**config.mk**
```make
export PLATFORM = sky130hd
export DESIGN_NAME = branch_resolve_flat
export DESIGN_NICKNAME = d
export VERILOG_FILES = /design/src/rtl/branch_pkg.sv /design/src/rtl/branch_resolve_if.sv /design/src/rtl/branch_target_calc.sv /design/src/rtl/branch_resolve.sv /design/src/flat_wrapper.sv
export SDC_FILE = /design/constraint.sdc
export NUM_CORES = 1
export LEC_CHECK = 0
export ABC_CLOCK_PERIOD_IN_PS = 3800
export BUFFER_PORTS_ARGS = -buffer_cell sky130_fd_sc_hd__buf_2
export CORE_MARGIN = 1
export CORE_UTILIZATION = 51
export CTS_BUF_LIST = sky130_fd_sc_hd__clkbuf_16
export DETAILED_ROUTE_END_ITERATION = 16
export HOLD_SLACK_MARGIN = 0.08
export PLACE_DENSITY = 0.76
export SYNTH_ARGS = -nofsm -noshare
export SYNTH_HDL_FRONTEND = slang
export SYNTH_HIERARCHICAL = 1
export SYNTH_SLANG_ARGS = --single-unit
```
**constraint.sdc**
```tcl
create_clock -name clk -period 3.8 [get_ports clk]
set_input_delay 0.19 -clock clk [delete_from_list [all_inputs] [get_ports clk]]
set_output_delay 0.19 -clock clk [all_outputs]
set_load 0.05 [all_outputs]
```
**src/rtl/branch_pkg.sv**
```systemverilog
// Shared types and constants for the branch resolution stage.
// BRANCH_STATS_EN adds the performance counter ports.
package branch_pkg;

   localparam int unsigned XLEN  = 32;
   localparam int unsigned CMP_W = 4;
   localparam int unsigned CNT_W = 4;

   // Conditional comparator op codes; anything outside [CMP_SLT:CMP_BNE] is never taken
   localparam logic [CMP_W-1:0] CMP_SLT  = 4'b0100;
   localparam logic [CMP_W-1:0] CMP_SLTU = 4'b0101;
   localparam logic [CMP_W-1:0] CMP_SGE  = 4'b0110;
   localparam logic [CMP_W-1:0] CMP_SGEU = 4'b0111;
   localparam logic [CMP_W-1:0] CMP_BEQ  = 4'b1000;
   localparam logic [CMP_W-1:0] CMP_BNE  = 4'b1001;

   typedef enum logic [1:0] {
      IDLE  = 2'd0,
      HOLD  = 2'd1,
      FLUSH = 2'd2
   } br_state_t;

   typedef struct packed {
      logic            taken;
      logic [XLEN-1:0] redirect_pc;
      logic [XLEN-1:0] link_value;
      logic            mispredict;
      logic            misaligned;
   } br_result_t;

endpackage

```
**src/rtl/branch_resolve_if.sv**
```systemverilog
// Execute-side and redirect-side signals of branch_resolve.
// BRANCH_STATS_EN adds branch_count / mispredict_count.
interface branch_resolve_if;
   import branch_pkg::*;

   logic              valid_in;
   logic              ready_in;
   logic [XLEN-1:0]   pc;
   logic [XLEN-1:0]   imm;
   logic [XLEN-1:0]   rs1;
   logic [CMP_W-1:0]  comparison;
   logic              cmp_result;
   logic              is_jal;
   logic              is_jalr;
   logic              pred_taken;
   logic [XLEN-1:0]   pred_target;
   logic              valid_out;
   logic              ready_out;
   logic              taken;
   logic [XLEN-1:0]   redirect_pc;
   logic [XLEN-1:0]   link_value;
   logic              mispredict;
   logic              misaligned;
   logic              flush;
`ifdef BRANCH_STATS_EN
   logic [XLEN-1:0]   branch_count;
   logic [XLEN-1:0]   mispredict_count;
`endif

   // Stage side
   modport slave (
      input  valid_in, pc, imm, rs1, comparison, cmp_result, is_jal, is_jalr,
             pred_taken, pred_target, ready_out,
      output ready_in, valid_out, taken, redirect_pc, link_value, mispredict,
             misaligned, flush
`ifdef BRANCH_STATS_EN
      , output branch_count, mispredict_count
`endif
   );

   // Execute / fetch side
   modport master (
      output valid_in, pc, imm, rs1, comparison, cmp_result, is_jal, is_jalr,
             pred_taken, pred_target, ready_out,
      input  ready_in, valid_out, taken, redirect_pc, link_value, mispredict,
             misaligned, flush
`ifdef BRANCH_STATS_EN
      , input branch_count, mispredict_count
`endif
   );

endinterface

```
**src/rtl/branch_target_calc.sv**
```systemverilog
// Combinational direction, target, link and misalignment for one branch.
module branch_target_calc
   import branch_pkg::*;
(
   input  logic [XLEN-1:0]  pc,
   input  logic [XLEN-1:0]  imm,
   input  logic [XLEN-1:0]  rs1,
   input  logic [CMP_W-1:0] comparison,
   input  logic             cmp_result,
   input  logic             is_jal,
   input  logic             is_jalr,
   output logic             taken_c,
   output logic [XLEN-1:0]  target_c,
   output logic [XLEN-1:0]  link_c,
   output logic [XLEN-1:0]  redirect_c,
   output logic             misaligned_c
);

   logic is_cond;

   assign is_cond      = (comparison >= CMP_SLT) && (comparison <= CMP_BNE);
   assign taken_c      = is_jal | is_jalr | (is_cond & cmp_result);
   // JALR wins when both jump flags are set
   assign target_c     = is_jalr ? ((rs1 + imm) & ~XLEN'(1)) : (pc + imm);
   assign link_c       = pc + XLEN'(4);
   assign redirect_c   = taken_c ? target_c : link_c;
   assign misaligned_c = taken_c & target_c[1];

endmodule

```
**src/rtl/branch_resolve.sv**
```systemverilog
// Branch resolution stage: registered result, mispredict redirect and timed flush.
// BRANCH_STATS_EN enables saturating branch / mispredict counters.
module branch_resolve
   import branch_pkg::*;
#(
   parameter int unsigned FLUSH_CYCLES = 2
)(
   input  logic             clk,
   input  logic             rst_n,
   branch_resolve_if.slave  bus
);

   br_state_t        state_q, state_d;
   br_result_t       res_q, res_d, res_c;
   logic [CNT_W-1:0] cnt_q, cnt_d;
   logic             ready_c;

   logic             taken_c;
   logic             misaligned_c;
   logic [XLEN-1:0]  target_c;
   logic [XLEN-1:0]  link_c;
   logic [XLEN-1:0]  redirect_c;

   branch_target_calc u_calc (
      .pc           (bus.pc),
      .imm          (bus.imm),
      .rs1          (bus.rs1),
      .comparison   (bus.comparison),
      .cmp_result   (bus.cmp_result),
      .is_jal       (bus.is_jal),
      .is_jalr      (bus.is_jalr),
      .taken_c      (taken_c),
      .target_c     (target_c),
      .link_c       (link_c),
      .redirect_c   (redirect_c),
      .misaligned_c (misaligned_c)
   );

   // Misaligned targets go to the exception path, never to a redirect
   always_comb begin
      res_c.taken       = taken_c;
      res_c.redirect_pc = redirect_c;
      res_c.link_value  = link_c;
      res_c.misaligned  = misaligned_c;
      res_c.mispredict  = !misaligned_c &&
                          ((taken_c != bus.pred_taken) ||
                           (taken_c && (target_c != bus.pred_target)));
   end

   always_ff @(posedge clk or negedge rst_n) begin
      if (!rst_n) begin
         state_q <= IDLE;
         res_q   <= '0;
         cnt_q   <= '0;
      end else begin
         state_q <= state_d;
         res_q   <= res_d;
         cnt_q   <= cnt_d;
      end
   end

   always_comb begin
      state_d = state_q;
      res_d   = res_q;
      cnt_d   = cnt_q;
      ready_c = 1'b0;
      unique case (state_q)
         IDLE: begin
            ready_c = 1'b1;
            if (bus.valid_in) begin
               state_d = HOLD;
               res_d   = res_c;
            end
         end
         HOLD: begin
            if (bus.ready_out) begin
               if (res_q.mispredict) begin
                  state_d = FLUSH;
                  cnt_d   = CNT_W'(FLUSH_CYCLES);
               end else begin
                  ready_c = 1'b1;
                  if (bus.valid_in) begin
                     state_d = HOLD;
                     res_d   = res_c;
                  end else begin
                     state_d = IDLE;
                  end
               end
            end
         end
         FLUSH: begin
            if (cnt_q <= CNT_W'(1)) begin
               state_d = IDLE;
            end else begin
               cnt_d = cnt_q - CNT_W'(1);
            end
         end
         default: state_d = IDLE;
      endcase
   end

   assign bus.ready_in    = ready_c;
   assign bus.valid_out   = (state_q == HOLD);
   assign bus.flush       = (state_q == FLUSH);
   assign bus.taken       = res_q.taken;
   assign bus.redirect_pc = res_q.redirect_pc;
   assign bus.link_value  = res_q.link_value;
   assign bus.mispredict  = res_q.mispredict;
   assign bus.misaligned  = res_q.misaligned;

`ifdef BRANCH_STATS_EN
   logic            hs;
   logic [XLEN-1:0] branch_cnt_q;
   logic [XLEN-1:0] mp_cnt_q;

   assign hs = (state_q == HOLD) && bus.ready_out;

   // Saturating counters, one step per output handshake
   always_ff @(posedge clk or negedge rst_n) begin
      if (!rst_n) begin
         branch_cnt_q <= '0;
         mp_cnt_q     <= '0;
      end else if (hs) begin
         if (branch_cnt_q != '1) branch_cnt_q <= branch_cnt_q + XLEN'(1);
         if (res_q.mispredict && (mp_cnt_q != '1)) mp_cnt_q <= mp_cnt_q + XLEN'(1);
      end
   end

   assign bus.branch_count     = branch_cnt_q;
   assign bus.mispredict_count = mp_cnt_q;
`endif

endmodule

```
**src/flat_wrapper.sv**
```systemverilog
// flat-port wrapper written by rule: the top's interface ports become plain ports
module branch_resolve_flat import branch_pkg::*;
#(
   parameter int unsigned FLUSH_CYCLES = 2
)
  (clk, rst_n, bus_valid_in, bus_pc, bus_imm, bus_rs1, bus_comparison, bus_cmp_result, bus_is_jal, bus_is_jalr, bus_pred_taken, bus_pred_target, bus_ready_out, bus_ready_in, bus_valid_out, bus_taken, bus_redirect_pc, bus_link_value, bus_mispredict, bus_misaligned, bus_flush);
  branch_resolve_if bus_i ();
  input  logic clk;
  input  logic rst_n;
  input wire logic [$bits(bus_i.valid_in)-1:0] bus_valid_in;
  input wire logic [$bits(bus_i.pc)-1:0] bus_pc;
  input wire logic [$bits(bus_i.imm)-1:0] bus_imm;
  input wire logic [$bits(bus_i.rs1)-1:0] bus_rs1;
  input wire logic [$bits(bus_i.comparison)-1:0] bus_comparison;
  input wire logic [$bits(bus_i.cmp_result)-1:0] bus_cmp_result;
  input wire logic [$bits(bus_i.is_jal)-1:0] bus_is_jal;
  input wire logic [$bits(bus_i.is_jalr)-1:0] bus_is_jalr;
  input wire logic [$bits(bus_i.pred_taken)-1:0] bus_pred_taken;
  input wire logic [$bits(bus_i.pred_target)-1:0] bus_pred_target;
  input wire logic [$bits(bus_i.ready_out)-1:0] bus_ready_out;
  output wire logic [$bits(bus_i.ready_in)-1:0] bus_ready_in;
  output wire logic [$bits(bus_i.valid_out)-1:0] bus_valid_out;
  output wire logic [$bits(bus_i.taken)-1:0] bus_taken;
  output wire logic [$bits(bus_i.redirect_pc)-1:0] bus_redirect_pc;
  output wire logic [$bits(bus_i.link_value)-1:0] bus_link_value;
  output wire logic [$bits(bus_i.mispredict)-1:0] bus_mispredict;
  output wire logic [$bits(bus_i.misaligned)-1:0] bus_misaligned;
  output wire logic [$bits(bus_i.flush)-1:0] bus_flush;
  assign bus_i.valid_in = bus_valid_in;
  assign bus_i.pc = bus_pc;
  assign bus_i.imm = bus_imm;
  assign bus_i.rs1 = bus_rs1;
  assign bus_i.comparison = bus_comparison;
  assign bus_i.cmp_result = bus_cmp_result;
  assign bus_i.is_jal = bus_is_jal;
  assign bus_i.is_jalr = bus_is_jalr;
  assign bus_i.pred_taken = bus_pred_taken;
  assign bus_i.pred_target = bus_pred_target;
  assign bus_i.ready_out = bus_ready_out;
  assign bus_ready_in = bus_i.ready_in;
  assign bus_valid_out = bus_i.valid_out;
  assign bus_taken = bus_i.taken;
  assign bus_redirect_pc = bus_i.redirect_pc;
  assign bus_link_value = bus_i.link_value;
  assign bus_mispredict = bus_i.mispredict;
  assign bus_misaligned = bus_i.misaligned;
  assign bus_flush = bus_i.flush;
  branch_resolve #(.FLUSH_CYCLES(FLUSH_CYCLES)) u_core (.clk(clk), .rst_n(rst_n), .bus(bus_i));
endmodule
```
== After elaboration in Yosys (flattened, before gate mapping) ==
Index checks and enable logic that the tools add are counted.

* Register bits after elaboration: 73
* Input port bits: 140
* Word-level logic and storage cells: 61

* Muxes and demuxes: 20
* Eq/ne operators: 11
* Bitwise logic cells: 4
* Reduce and logical (&&, ||, !) cells: 12
* Add/subtract/negate cells: 4
* Magnitude comparators: 3

{| class="wikitable"
|+ Operators by type and width
! kind !! count
|-
| $mux W67 || 4
|-
| $pmux W67 S2 || 1
|-
| $add A32 B32 Y32 || 2
|-
| $mux W32 || 2
|-
| $add A32 B3 Y32 const B || 1
|-
| $ne A32 B32 Y1 || 1
|-
| $mux W4 || 3
|-
| $ne A2 B2 Y1 const B || 5
|-
| $mux W2 || 4
|-
| $pmux W4 S2 || 1
|-
| $pmux W2 S3 || 1
|-
| $reduce_and A3 Y1 || 2
|-
| $reduce_and A5 Y1 || 1
|-
| $ge A4 B3 Y1 const B || 1
|-
| $le A4 B1 Y1 const B || 1
|-
| $le A4 B4 Y1 const B || 1
|-
| $ne A2 B1 Y1 const B || 2
|-
| $reduce_and A4 Y1 || 1
|-
| $reduce_bool A2 Y1 || 2
|-
| $sub A4 B1 Y4 const B || 1
|-
| $logic_and A1 B1 Y1 || 3
|-
| $mux W1 || 3
|-
| $and A1 B1 Y1 || 2
|-
| $eq A2 B1 Y1 const B || 1
|-
| 7 further kinds || 8
|}

== Longest topological paths before layout ==
Gate-level depths: netlist (run 1).

* Depth after elaboration: 11
* Mapped depth: 16

== Modules after synthesis ==
Netlist (run 1), hierarchy kept.

{| class="wikitable"
|+ By module, submodules not included
! module !! area each (um^2) !! cells each !! seq. area each (um^2) !! instances
|-
| branch_target_calc || 4772.1 || 708 || 0.0 || 1
|-
| branch_resolve || 3389.5 || 227 || 1826.8 || 1
|}

== Worst setup path after synthesis (run 1) ==
OpenSTA, ideal clock, no wires.

* Kind: in2reg
* From: input bus_pc[0]
* To: register u_core.res_q (netlist bit u_core/bus.mispredict)
* Data arrival time: 3.042 ns
* Stages: 16
* Path slack: 0.632 ns
* Buffers on the path: 0
* Library setup time: 0.127 ns
* Path through: ha_1 fa_1 a211oi_1 o21ai_1 nand4_1 a21oi_1 o31ai_1 nor3_1 nor3_1 xor2_1 mux2i_1 xor2_1 nor4_1 nand4_1 nor3_1 a21oi_1

* Longest elaborated chain between the ends: 10
* Elaborated cells on any way between the ends: 13

{| class="wikitable"
|+ Ends and longest elaborated chain
! element !! line !! source
|-
| from (decl) || flat_wrapper.sv:11 || <nowiki>input wire logic [$bits(bus_i.pc)-1:0] bus_pc;</nowiki>
|-
| $add A32 B32 Y32 * || branch_target_calc.sv:24 || <nowiki>assign target_c = is_jalr ? ((rs1 + imm) & ~XLEN'(1)) : (pc + imm);</nowiki>
|-
| $mux W32 * || branch_target_calc.sv:24 ||
|-
| net u_core.target_c[28] || branch_resolve.sv:20 || <nowiki>logic [XLEN-1:0] target_c;</nowiki>
|-
| $ne A32 B32 Y1 * || branch_resolve.sv:47 || <nowiki>(taken_c && (target_c != bus.pred_target)));</nowiki>
|-
| $logic_and A1 B1 Y1 * || branch_resolve.sv:47 ||
|-
| $logic_or A1 B1 Y1 * || branch_resolve.sv:46 || <nowiki>((taken_c != bus.pred_taken) ||</nowiki>
|-
| $logic_and A1 B1 Y1 * || branch_resolve.sv:45 || <nowiki>res_c.mispredict = !misaligned_c &&</nowiki>
|-
| $mux W67 || branch_resolve.sv:82 || <nowiki>if (bus.valid_in) begin</nowiki>
|-
| $mux W67 || branch_resolve.sv:77 || <nowiki>if (res_q.mispredict) begin</nowiki>
|-
| $mux W67 || branch_resolve.sv:76 || <nowiki>if (bus.ready_out) begin</nowiki>
|-
| $pmux W67 S2 * || branch_resolve.sv:67 || <nowiki>unique case (state_q)</nowiki>
|-
| to (signal assigned) || branch_resolve.sv:57 || <nowiki>res_q <= res_d;</nowiki>
|-
| to (decl) || branch_resolve.sv:14 || <nowiki>br_result_t res_q, res_d, res_c;</nowiki>
|}

Mark *: on every way through the listed nets, which the timed path passes. The rest lies on a longest branch. The select of a mux whose other input is x is not followed.
A chain may end at the register's enable or synchronous reset.

== Final worst setup path (run 1) ==
* From: input bus_imm[0]
* To: register u_core.res_q (netlist bit u_core/bus.mispredict)

* Longest elaborated chain between the ends: 10
* Elaborated cells on any way between the ends: 14

{| class="wikitable"
|+ Ends and longest elaborated chain
! element !! line !! source
|-
| from (decl) || flat_wrapper.sv:12 || <nowiki>input wire logic [$bits(bus_i.imm)-1:0] bus_imm;</nowiki>
|-
| $add A32 B32 Y32 || branch_target_calc.sv:24 ||
|-
| $mux W32 * || branch_target_calc.sv:24 ||
|-
| net u_core.target_c[28] || branch_resolve.sv:20 ||
|-
| $ne A32 B32 Y1 * || branch_resolve.sv:47 ||
|-
| $logic_and A1 B1 Y1 * || branch_resolve.sv:47 ||
|-
| $logic_or A1 B1 Y1 * || branch_resolve.sv:46 ||
|-
| $logic_and A1 B1 Y1 * || branch_resolve.sv:45 ||
|-
| $mux W67 || branch_resolve.sv:82 ||
|-
| $mux W67 || branch_resolve.sv:77 ||
|-
| $mux W67 || branch_resolve.sv:76 ||
|-
| $pmux W67 S2 * || branch_resolve.sv:67 ||
|}

Marked as above.

==> impl_metrics.env, run 1 <==
export IMPL_die_area_sq_um=16500
export IMPL_fin_skew_ps=10.4
export IMPL_first_pass_iters=5
export IMPL_cp_required_ps=4030
export IMPL_vdd_drop_max_v=0.000430
export IMPL_start_util_pct=52.9
export IMPL_cp_top_family="compound AO/OA/AOI/OAI gates"
export IMPL_cts_sinks=73
export IMPL_critical_path_startpoint_type="input port"
export IMPL_cts_tree="built"
export IMPL_post_place_ws_ps=28.3
export IMPL_hp_class="in -> reg"
export IMPL_syn_cell_area_sq_um=8160
export IMPL_cp_common_cell="a21oi_1"
export IMPL_cp_slowest_cell="fa_1"
export IMPL_cts_root_buffer="clkbuf_16"
export IMPL_drive_above_1_share_pct=31.4
export IMPL_drcViolationCount=0
export IMPL_fillers=1388
export IMPL_rsz0062_at_grt="no"
export IMPL_slowest_delay_ps=400
export IMPL_synth_seq_cells=73
export IMPL_timing_final_setup_violations=0
export IMPL_cts_path_max_buffers=2
export IMPL_cp_cell_sequence="buf_2, and2_1, fa_1, a21oi_1, o21ai_0, a21oi_1, o21ai_2, a221o_1, a21oi_1, buf_4, o31ai_1, xnor2_1, mux2i_1, xor2_1, nor4_1, nand4_1, nor3_1, a21oi_1"
export IMPL_overflow=0
export IMPL_fin_cells=1357
export IMPL_drt_vias_per_instance=5.86
export IMPL_setup_ws_ps=344
export IMPL_rows=45
export IMPL_ys_flop_type="dfrtp_1"
export IMPL_drtAntennaViolNets=0
export IMPL_gp_congestion=0.942
export IMPL_wl_per_cell_um=18.6
export IMPL_clkTransAtPathRegs_ps=70
export IMPL_synth_edf_count=0
export IMPL_placedCellCount=1340
export IMPL_max_slew_margin_pct=36.9
export IMPL_vias=7955
export IMPL_dp_hpwl_mm=20.2
export IMPL_die_y_um=129
export IMPL_worst_skew_pair_late_latency_ps=350
export IMPL_cts_buffers=9
export IMPL_syn_area_per_cell_sq_um=8.73
export IMPL_arrival_ps=3690
export IMPL_status="finished, final reports clean"
export IMPL_antennaDiodeCount=0
export IMPL_crit_type="in -> reg"
export IMPL_synth_fp_nets=1141
export IMPL_nets=1347
export IMPL_worst_slew_pin_slew_ps=947
export IMPL_io_buffers=208
export IMPL_cellPowerDensity_nw_per_um2=624
export IMPL_fin_crit_ps=3460
export IMPL_grt_antenna_before_repair=0
export IMPL_critPathBufInv=2
export IMPL_final_cell_mix="buf_2 (207), nand2_1 (83), a21oi_1 (80)"
export IMPL_grt_usage_pct=31.0
export IMPL_hold_violations=0
export IMPL_area_delta_synth_final_pct=19.1
export IMPL_layout_commonest_cell="buf_2"
export IMPL_yosys_warnings=6
export IMPL_synthDistinctLibCells=78
export IMPL_routed_wl_mm=25.2
export IMPL_fin_util_pct=63.0
export IMPL_fp_coreArea_sq_um=15400
export IMPL_drv_cap=0
export IMPL_leakage_uw=0.00458
export IMPL_ioPinCount=210
export IMPL_netlist_instances=935
export IMPL_post_route_period_util_pct=90.9
export IMPL_maxSlewViolCount=0
export IMPL_setup_tns_ps=0
export IMPL_synth_seq_area_share_pct=22.4
export IMPL_synthArstFlopShare_pct=100
export IMPL_htree_levels=3
export IMPL_drt_iter0_markers=682
export IMPL_cp_max_fo=3
export IMPL_fmax_mhz=289
export IMPL_grt_pass1_vias=7316
export IMPL_dieWidth_um=129
export IMPL_grt_max_degree=74
export IMPL_grt_first_pass_wirelength_mm=39.2
export IMPL_end_kind="register"
-- per-layer routing --
metal | global-route usage [%] | routed length [um] | vias to the layer above
met3 | 3.28 | 1530 | 47
met2 | 49.2 | 11300 | 372
met4 | 10.4 | 674 | 0
met5 | 0 | 0 | -
met1 | 44.0 | 11700 | 3731
li1 | - | - | 3805
-- cell type report --
cell class              count  area (sq um)  area share [%]
multi-input cells         801          6010            61.8
flip-flops and latches     73          1830            18.8
repair buffers            234          1250            12.9
well taps                 211           264            2.72
clock buffers               9           225            2.32
inverters                  22          82.6           0.850
clock inverters             7          58.8           0.605
-- per-stage QoR --
step / power (uW) / cell area [sq um] / hold WS, ps
2_1_floorplan: 4300 / 8160 / -106
3_3_place_gp: 5150 / 9420 / 399
3_5_place_dp: 5200 / 9420 / 395
4_1_cts: 6070 / 9710 / 93.8
5_1_grt: 6370 / 9720 / 101
6_report: 6060 / 9720 / 108
-- final timing paths --
kind	start	endpoint	slack [ps]	cells after the start
max in group asynchronous	rst_n	u_core/bus.link_value[20]	2640	2
min reg2reg	u_core/bus.link_value[29]	u_core/bus.link_value[29]	500	1
max reg2reg	u_core/state_q[1]	u_core/bus.link_value[20]	1590	4
min	bus_valid_in	u_core/state_q[0]	110	3
max	bus_imm[0]	u_core/bus.mispredict	340	18
min in group asynchronous	rst_n	u_core/cnt_q[3]	540	2
-- where the power goes --
part	leakage [uW]	switching, uW	internal, uW	total, uW
Clock	0.000134	393	454	847
Sequential	0.000857	229	1170	1400
Combinational	0.00359	2500	1320	3820
-- cells in the mapped netlist (6+ instances only) --
cell / number / area, sq um
inv_1: 19 / 71.3
nand4_1: 19 / 119
nor2_1: 78 / 293
nand3_1: 33 / 165
xnor2_1: 63 / 552
o211ai_1: 6 / 45.0
nor3_1: 11 / 55.1
o21ai_0: 47 / 235
dfrtp_1: 73 / 1830
ha_1: 64 / 801
mux2i_1: 11 / 110
mux2_2: 36 / 405
o31ai_1: 6 / 45.0
a31oi_1: 7 / 43.8
clkbuf_1: 16 / 60.1
and3_1: 11 / 68.8
a211oi_2: 6 / 75.1
nand2b_1: 9 / 56.3
nor2b_1: 8 / 50.1
o21bai_1: 6 / 45.0
xor2_1: 52 / 455
a211oi_1: 11 / 82.6
mux2_4: 40 / 601
nand2_1: 83 / 312
a21o_1: 29 / 218
buf_2: 6 / 30.0
a21oi_1: 80 / 400
o21a_1: 9 / 67.6
-- worst min-delay path, cell delays in order --
cell and delay (ps):
buf_2 90, a21oi_1 60, nor2_1 80
-- sequential cells by signal, summed over array words and instances, names as in the netlist --
signal / count
u_core/state_q: 2
u_core/cnt_q: 4
u_core/bus.taken: 1
u_core/bus.redirect_pc: 32
u_core/bus.link_value: 32
u_core/bus.mispredict: 1
u_core/bus.misaligned: 1
-- cells by family (layout without fill, tap and decap cells) --
logic type	after synthesis	after routing	synth area share [%]
AND/OR/NAND/NOR	287	287	16.9
AO/OA/AOI/OAI	246	246	20.2
XOR/XNOR	115	115	12.3
multiplexers	87	87	13.7
flip-flops	73	73	22.4
adder cells (fa/ha/maj)	66	66	10.3
buffers and inverters	61	272	4.14
-- what timing repair did --
item                       CTS  global route
hold endpoints to repair    73             0
resized for setup            0             1
setup endpoints to repair    0             1
hold buffers                 1             0
setup buffers                0             0
No activity file was read; power rests on OpenSTA's default activity.
==> inputs of run 2 (changes only) <==
ABC_CLOCK_PERIOD_IN_PS = 3590   (was 3800)
SYNTH_HIERARCHICAL = unset   (was 1)
clock period = 3.59 ns   (was 3.8 ns; I/O delays follow)
==> run 2 against run 1 <==
Sequential share of layout area shrank 1.4 points. Hold slack lost 17 ps. Critical path depth shrank 3. Highest routed layer unchanged. Combinational power is essentially flat. Non-clock buffer count grew 63. Worst setup slack lost 230 ps. Clock skew shrank 6.3 ps.
==> impl_metrics.env, run 2 <==
export IMPL_hold_start="bus_ready_out"
export IMPL_route_met2_wl_mm=12.5
export IMPL_dieWidth_um=130
export IMPL_dp_hpwl_mm=23.4
export IMPL_die_area_sq_um=16800
export IMPL_fp_coreArea_sq_um=15900
export IMPL_htree_levels=3
export IMPL_die_y_um=130
export IMPL_fin_crit_ps=3470
export IMPL_cp_startpoint="bus_rs1[0]"
export IMPL_yosys_warnings=0
export IMPL_status="finished, final reports clean"
export IMPL_ys_top_cells_by_count="nand2_1 (171), o21ai_0 (100), a21oi_1 (86)"
export IMPL_post_route_period_util_pct=96.7
export IMPL_r2r_start="u_core.state_q[1]"
export IMPL_cts_sinks=73
export IMPL_yosys_top_cells_area="dfrtp_1 (22%), ha_1 (9.7%), nand2_1 (7.7%)"
export IMPL_place_area_sq_um=10000
export IMPL_leakage_uw=0.00502
export IMPL_cellPowerDensity_nw_per_um2=591
export IMPL_fmax_mhz=288
export IMPL_fin_total_pwr_uw=6220
export IMPL_start_util_pct=52.2
export IMPL_hp_class="in -> reg"
export IMPL_vdd_drop_max_v=0.000504
export IMPL_syn_cell_area_sq_um=8300
export IMPL_timing_final_setup_violations=0
export IMPL_overflow=0
export IMPL_synth_edf_count=0
export IMPL_drive_above_1_share_pct=26.9
export IMPL_synthArstFlopShare_pct=100
export IMPL_grt_pass1_vias=8497
export IMPL_worst_skew_pair_late_latency_ps=330
export IMPL_final_cell_mix="buf_2 (208), nand2_1 (171), o21ai_0 (99)"
export IMPL_drt_vias_per_instance=5.89
export IMPL_synth_seq_cells=73
export IMPL_synth_top_cell_area_share_pct=22.0
export IMPL_routed_wl_mm=28.5
export IMPL_setup_tns_ps=0
export IMPL_crit_type="in -> reg"
export IMPL_max_slew_margin_pct=55.6
export IMPL_cts_tree="built"
export IMPL_dr_wl_met3_mm=2.25
export IMPL_cts_buffers=9
export IMPL_ys_flop_type="dfrtp_1"
export IMPL_finalInstanceArea_sq_um=10500
export IMPL_maxSlewViolCount=0
export IMPL_rows=46
export IMPL_synthDistinctLibCells=80
export IMPL_grt_antenna_before_repair=4
export IMPL_wl_per_cell_um=18.3
export IMPL_fin_cells=1561
export IMPL_ioPinCount=210
export IMPL_synth_top_area_cell="dfrtp_1"
export IMPL_fin_skew_ps=4.06
export IMPL_arrival_ps=3660
export IMPL_vias=9191
export IMPL_drtAntennaViolNets=0
export IMPL_wl_met1_mm=13.0
export IMPL_cp_required_ps=3780
export IMPL_placedCellCount=1537
export IMPL_synth_most_common_cell="nand2_1"
export IMPL_hold_violations=0
export IMPL_nets=1542
export IMPL_topRoutingLayerUsed="met4"
export IMPL_synth_seq_area_share_pct=22.0
export IMPL_syn_area_per_cell_sq_um=7.64
export IMPL_grt_usage_pct=33.9
export IMPL_grt_max_degree=65
export IMPL_drv_cap=0
export IMPL_cts_root_buffer="clkbuf_16"
export IMPL_fin_util_pct=66.3
export IMPL_first_pass_iters=5
export IMPL_cts_path_max_buffers=2
export IMPL_drt_iter0_markers=668
export IMPL_worst_slew_pin_slew_ps=656
export IMPL_layout_commonest_cell="buf_2"
export IMPL_io_buffers=208
export IMPL_drcViolationCount=0
export IMPL_gp_congestion=0.982
export IMPL_grt_first_pass_wirelength_mm=43.8
export IMPL_end_kind="register"
export IMPL_critical_path_startpoint_type="input port"
export IMPL_clkTransAtPathRegs_ps=60
export IMPL_netlist_instances=1086
export IMPL_cp_max_fo=3
export IMPL_area_delta_synth_final_pct=26.9
export IMPL_synth_fp_nets=1292
run 2: timing repair:
item / in CTS / in global routing
hold buffers: 1 / 0
setup buffers: 0 / 4
endpoints found under the hold margin: 18 / 0
resized for setup: 0 / 28
endpoints found under the setup margin: 0 / 1
run 2: critical path, cell delays in order:
cell and delay, ps:
buf_2 100, and2_1 160, fa_2 350, a21o_1 220, a221o_1 350, buf_4 160, and3_1 180, o31a_1 290
o21ai_2 160, nor2b_1 160, o311ai_1 220, a21o_1 230, a2111o_1 400, a2111oi_2 360, a31oi_1 130
run 2: cells by family after synthesis:
| kind of cell | synth area share [%] |
|---|---|
| AO/OA/AOI/OAI | 25.6 |
| XOR/XNOR | 12.5 |
| adder cells (fa/ha/maj) | 10.1 |
| flip-flops | 22.0 |
| multiplexers | 4.21 |
| AND/OR/NAND/NOR | 21.7 |
| buffers and inverters | 3.82 |
run 2: cell type report:
type                    instances  area (sq um)
diodes                          4          10.0
clock buffers                   9           225
clock inverters                 7          85.1
fillers                      1430          5360
inverters                      22          82.6
multi-input cells             933          6300
flip-flops and latches         73          1830
well taps                     216           270
repair buffers                297          1730
run 2: metal layers:
metal,vias to the layer above,global-route usage (%)
met3,59,5.08
li1,4457,-
met4,0,11.8
met5,-,0
met2,371,53.2
met1,4304,47.4
run 2: final timing paths:
kind	endpoint	slack [ps]	cells past startpoint
worst max-delay path	u_core.bus.mispredict	120	15
min in group asynchronous	u_core.bus.redirect_pc[1]	330	2
worst max register to register	u_core.bus.mispredict	250	12
worst min-delay path	u_core.state_q[0]	90	2
max in group asynchronous	u_core.bus.link_value[23]	2540	3
worst min register to register	u_core.bus.redirect_pc[5]	460	2
run 2: power by group:
part / internal, uW / switching [uW] / total [uW]
clock network: 600 / 325 / 925
logic: 1120 / 2710 / 3830
registers: 1210 / 245 / 1460
total: 2930 / 3280 / 6220
run 2: stage by stage:
stage / setup slack, ps / hold WS, ps
finish: 119 / 91.5
floorplan: 224 / -116
global route: -18.1 / 102
CTS: 21.0 / 84.8
global placement: -264 / 147
detailed placement: -319 / 144
